**src/rtl/button_debounce_pkg.sv**
```systemverilog
// Shared types and default constants for the button debouncer.
package button_debounce_pkg;

    typedef enum logic [1:0] {
        REL_STABLE,
        PRESS_WAIT,
        PRS_STABLE,
        REL_WAIT
    } db_state_t;

    localparam int DEF_SYNC_STAGES     = 2;
    localparam int DEF_DEBOUNCE_CYCLES = 500000;   // 10 ms at 50 MHz
    localparam int DEF_LONG_CYCLES     = 50000000; // 1 s at 50 MHz

    // Bits needed to hold 0..max_val without wrapping.
    function automatic int cnt_width(input int max_val);
        return (max_val < 1) ? 1 : $clog2(max_val + 1);
    endfunction

endpackage

```
**src/rtl/sync_chain.sv**
```systemverilog
// Multi-flop synchronizer for an asynchronous single-bit input.
module sync_chain #(
    parameter int   STAGES    = 2,
    parameter logic RESET_VAL = 1'b0
) (
    input  logic clk,
    input  logic reset,
    input  logic d,
    output logic q
);

    logic [STAGES-1:0] ff;

    always_ff @(posedge clk) begin
        if (reset)
            ff <= {STAGES{RESET_VAL}};
        else
            ff <= {ff[STAGES-2:0], d};
    end

    assign q = ff[STAGES-1];

endmodule

```
**src/rtl/button_debounce.sv**
```systemverilog
// Synchronized, debounced push button with press/release pulses.
// Define BUTTON_DEBOUNCE_LONG_PRESS_EN to build the long-press detector.
module button_debounce
    import button_debounce_pkg::*;
#(
    parameter int SYNC_STAGES     = DEF_SYNC_STAGES,
    parameter int DEBOUNCE_CYCLES = DEF_DEBOUNCE_CYCLES,
    parameter int ACTIVE_LOW      = 1,
    parameter int LONG_CYCLES     = DEF_LONG_CYCLES
) (
    input  logic clk,
    input  logic reset,
    input  logic btn_raw,
    output logic pressed,
    output logic press,
    output logic release_pulse,  // `release` is a reserved word
    output logic long_press
);

    if (SYNC_STAGES < 2 || SYNC_STAGES > 4) begin : g_bad_sync
        $error("SYNC_STAGES must be 2..4");
    end
    if (DEBOUNCE_CYCLES < 1) begin : g_bad_db
        $error("DEBOUNCE_CYCLES must be >= 1");
    end
    if (LONG_CYCLES < 1) begin : g_bad_long
        $error("LONG_CYCLES must be >= 1");
    end

    localparam logic REL_LEVEL = (ACTIVE_LOW != 0) ? 1'b1 : 1'b0;
    localparam int   DBW       = cnt_width(DEBOUNCE_CYCLES);
    localparam logic [DBW-1:0] DB_LOAD = DBW'(DEBOUNCE_CYCLES - 1);

    logic      btn_sync;
    logic      btn_s;
    db_state_t state;
    logic [DBW-1:0] db_cnt;

    sync_chain #(
        .STAGES    (SYNC_STAGES),
        .RESET_VAL (REL_LEVEL)
    ) u_sync (
        .clk   (clk),
        .reset (reset),
        .d     (btn_raw),
        .q     (btn_sync)
    );

    assign btn_s = btn_sync ^ REL_LEVEL;

    // Any sample disagreeing with the pending level drops back to the stable
    // state, so a bounce restarts the whole window.
    always_ff @(posedge clk) begin
        if (reset) begin
            state         <= REL_STABLE;
            db_cnt        <= '0;
            pressed       <= 1'b0;
            press         <= 1'b0;
            release_pulse <= 1'b0;
        end else begin
            press         <= 1'b0;
            release_pulse <= 1'b0;
            case (state)
                REL_STABLE: begin
                    if (btn_s) begin
                        state  <= PRESS_WAIT;
                        db_cnt <= DB_LOAD;
                    end
                end
                PRESS_WAIT: begin
                    if (!btn_s) begin
                        state  <= REL_STABLE;
                        db_cnt <= '0;
                    end else if (db_cnt == '0) begin
                        state   <= PRS_STABLE;
                        pressed <= 1'b1;
                        press   <= 1'b1;
                    end else begin
                        db_cnt <= db_cnt - DBW'(1);
                    end
                end
                PRS_STABLE: begin
                    if (!btn_s) begin
                        state  <= REL_WAIT;
                        db_cnt <= DB_LOAD;
                    end
                end
                REL_WAIT: begin
                    if (btn_s) begin
                        state  <= PRS_STABLE;
                        db_cnt <= '0;
                    end else if (db_cnt == '0) begin
                        state         <= REL_STABLE;
                        pressed       <= 1'b0;
                        release_pulse <= 1'b1;
                    end else begin
                        db_cnt <= db_cnt - DBW'(1);
                    end
                end
                default: begin
                    state  <= REL_STABLE;
                    db_cnt <= '0;
                end
            endcase
        end
    end

`ifdef BUTTON_DEBOUNCE_LONG_PRESS_EN
    localparam int HW = cnt_width(LONG_CYCLES);
    localparam logic [HW-1:0] HOLD_MAX  = HW'(LONG_CYCLES);
    localparam logic [HW-1:0] HOLD_LAST = HW'(LONG_CYCLES - 1);

    logic [HW-1:0] hold_cnt;

    // Saturating at HOLD_MAX keeps the pulse to once per stable press.
    always_ff @(posedge clk) begin
        if (reset) begin
            hold_cnt   <= '0;
            long_press <= 1'b0;
        end else begin
            long_press <= 1'b0;
            if (state == PRS_STABLE) begin
                if (hold_cnt != HOLD_MAX)
                    hold_cnt <= hold_cnt + HW'(1);
                if (hold_cnt == HOLD_LAST)
                    long_press <= 1'b1;
            end else begin
                hold_cnt <= '0;
            end
        end
    end
`else
    assign long_press = 1'b0;
`endif

endmodule

```
**config.mk**
```make
export PLATFORM = sky130hd
export DESIGN_NAME = button_debounce
export DESIGN_NICKNAME = d
export VERILOG_FILES = /design/src/rtl/button_debounce_pkg.sv /design/src/rtl/sync_chain.sv /design/src/rtl/button_debounce.sv
export SDC_FILE = /design/constraint.sdc
export NUM_CORES = 1
export LEC_CHECK = 0
export BUFFER_PORTS_ARGS = -buffer_cell sky130_fd_sc_hd__buf_4
export CORE_MARGIN = 2
export CORE_UTILIZATION = 25
export DETAILED_ROUTE_END_ITERATION = 12
export HOLD_SLACK_MARGIN = 0.1
export PLACE_DENSITY = 0.36
export SYNTH_ARGS = -nofsm -noshare
export SYNTH_HDL_FRONTEND = slang
export SYNTH_SLANG_ARGS = --single-unit
```
**constraint.sdc**
```tcl
create_clock -name clk -period 5.3 [get_ports clk]
set_input_delay 1.06 -clock clk [delete_from_list [all_inputs] [get_ports clk]]
set_output_delay 1.06 -clock clk [all_outputs]
set_load 0.02 [all_outputs]
```
==> results by group <==
Clocking
  – CTS tree: built
  – H-Tree Depth: 1
  – Cts hold-fix bufs: 0
  – Post-CTS Resized: 0
  – CTS Buf Count: 3
  – CTS root buf: clkbuf_8
  – Clock Latency Late Sink: between 200 and 300 ps
  – Clock slew seen by the registers of the worst setup and hold paths: 90 ps
  – Maximum clock path buffer count: 2
  – Sink Count: 26
  – # Post-CTS Setup Buffers: 0

Critical path
  – Arr. time, crit path: 2590 ps
  – Reg2reg path depth: 6
  – Reg2reg setup slack: 2920 ps
  – Worst R2R Start: db_cnt[0]
  – CP max FO: 5
  – Critical path origin: db_cnt[0]
  – Largest stage delay on the critical path: 650 ps
  – Critical-path cell list: inv_1 -> ha_1 -> nor3b_1 -> nand2_1 -> a2111oi_0 -> mux2i_1
  – Crit-path slowest cell: a2111oi_0
  – Worst setup path category: register to register
  – R2R Path End: db_cnt[10]
  – Setup crit end kind: register
  – CP Launch Type: register
  – CP required: 5510 ps

STA
  – RSZ-0062 raised after global routing: false
  – Fmax achieved: 419 MHz
  – Max Slew Vio Count: 0
  – Setup-failing EPs final: 0
  – Fin crit period: 2380 ps
  – Hold WS: 422 ps
  – Worst slew pin tran: 1050 ps
  – Final hold viol count: 0
  – Setup TNS Final: 0 ps
  – Max-slew headroom at the worst pin: 30.0%
  – Clk_skew: 8.56 ps
  – Tcrit/Tclk final: between 40% and 50%

Detailed routing
  – Vias per inst: 5.76
  – Antenna Nets Post-Route: 0
  – DRT iter0 DRCs: 195
  – Top sig layer: met4
  – Via count: 1537
  – Met3 wire len: 168 um
  – Drt pass-1 iters: 4
  – Post-DR wirelength/cell: 17.5 um
  – Routed wl met2: 2240 um
  – Metal-1 WL: approximately 2200 um
  – WL final: ~4700 um
  – Remaining DRCs: 0

Finish
  – Layout Nets: 197
  – Layout cells sized above 1: 11.1%
  – Antenna Cells: 0
  – Area Overhead vs Synth: 7.52%
  – Fillers: between 600 and 700

Place
  – Port Buffers: 5
  – Hpwl dp: 3370 um
  – GP Congestion: 0.829

Logic synthesis
  – Syn. warnings: 0
  – Synth Instances: 196
  – Top cell type by total area after synthesis: dfxtp_1
  – Syn avg cell area: 8.15 um2
  – Post-synth top cells: dfxtp_1 (26), nor3_1 (14), clkbuf_1 (12), nand2_1 (12), nand3_1 (11)
  – Unique masters post-synth: 50
  – Top cell type's share of synthesized area: 32.6%
  – Top cells by area, synth: dfxtp_1 (33%), nor3_1 (4.4%), nand3_1 (3.4%), mux2i_1 (3.1%), o21ai_0 (3.1%)
  – Post-Syn Area: 1600 um2
  – Mapped Nets: 201
  – Number of synthesized flops with an enable pin: 0
  – Seq/Total Area, Yosys: between 30% and 40%
  – Ys async rst share: 0%
  – Synth Register Bits: 26
  – Top-count cell post-synth: dfxtp_1
  – Top FF cell, synth: dfxtp_1

Die
  – Die ar.: between 7000 and 8000 um2
  – Row count: 29
  – I/O pins: 7
  – Height of the die: approximately 84 um
  – Chip width: between 80 and 90 um
  – Initial Utilization: around 25%
  – Core area: 6280 um2

Worst hold path
  – Min-Delay Endpoint: u_sync.ff[1]
  – Hold Path Stages: 1
  – Min-delay src: u_sync.ff[0]
  – Min-delay worst type: register to register

Status
  – Outcome: finished, final reports clean

Pwr
  – Pwr Density: 323 nW/um2
  – Leak: 0.581 nW
  – VDD IR-drop max: between 100 and 150 uV

Global routing
  – Antenna violations before repair: 0
  – GRT Total Usage: 13.6%
  – Overflow after GRT: 0
  – Number of global-route vias before repair: 1507
  – First-pass GRT wire length: between 7000 and 8000 um
  – Largest net degree at the start of global routing: 28

Run
  – Max_cap viols: 0
==> through the flow <==
| stage | cell area [um2] | instances | utilization [%] | worst slack [ps] | power (W) |
|---|---|---|---|---|---|
| 2_1_floorplan | 1600 | 196 | - | 3350 | 0.000388 |
| 3_3_place_gp | 1680 | 264 | 26.7 | 2980 | 0.000440 |
| 3_5_place_dp | 1680 | 264 | 26.7 | 2940 | 0.000441 |
| 4_1_cts | 1720 | 267 | 27.3 | 2920 | 0.000560 |
| 5_1_grt | 1720 | 267 | 27.3 | 2710 | 0.000593 |
| 6_report | 1720 | 267 | 27.3 | 2920 | 0.000554 |
==> layer usage <==
| metal | global-route usage [%] | vias to the layer above |
|---|---|---|
| met5 | 0 | - |
| met4 | 3.96 | 0 |
| met3 | 1.78 | 5 |
| met2 | 23.3 | 39 |
| met1 | 17.9 | 758 |
| li1 | - | 735 |
==> how the worst max path moves through the flow <==
stage / endpoint
after global routing: db_cnt[10]
after CTS: db_cnt[10]
after detailed placement: db_cnt[10]
after global placement: db_cnt[10]
final: db_cnt[10]
after floorplan: db_cnt[11]
==> area by class of cell <==
class / count / area [um2] / area share [%]
inverter: 7 / 26.3 / 1.53
multi-input combinational: 148 / 987 / 57.5
clock buffer: 3 / 41.3 / 2.41
sequential: 26 / 520 / 30.3
tap: 77 / 96.3 / 5.61
timing repair buffer: 6 / 45.0 / 2.62
==> worst max-delay path: cells and delay by family (launching register included) <==
family	cells	cell delay (ps)
buffers and inverters	1	120
flip-flops	1	360
adder cells (fa/ha/maj)	1	220
AO/OA/AOI/OAI	1	650
multiplexers	1	240
AND/OR/NAND/NOR	2	730
==> power breakdown <==
part	leakage [nW]	total (W)	switching [W]	internal (W)
clock	0.0216	0.000116	0.0000645	0.0000512
combinational	0.347	0.000201	0.000132	0.0000691
sequential	0.212	0.000237	0.0000259	0.000212
total	0.581	0.000554	0.000223	0.000332
==> placed cells by master (no fill, tap or decap), types with 6 or more instances in the layout <==
cell type	n
dfxtp_1	26
nor3_1	14
nand2_1	12
nand3_1	11
o21ai_0	10
nor2_1	9
or3_1	8
nor4_1	7
nand4_1	7
inv_1	6
buf_4	6
==> state kept, by name (all words and copies together), names as in the netlist, named ones only <==
signal / cells
pressed: 1
release_pulse: 1
db_cnt: 19
press: 1
state: 1
u_sync.ff: 2
==> cells by family after synthesis <==
| family | Yosys count | share of synthesized area (%) |
|---|---|---|
| AND/OR/NAND/NOR | 92 | 34.4 |
| AO/OA/AOI/OAI | 45 | 20.0 |
| flip-flops | 26 | 32.6 |
| buffers and inverters | 22 | 5.56 |
| multiplexers | 5 | 3.13 |
| XOR/XNOR | 3 | 2.51 |
| adder cells (fa/ha/maj) | 2 | 1.57 |
| other | 1 | 0.235 |
Power figures use the tool's default switching activity.
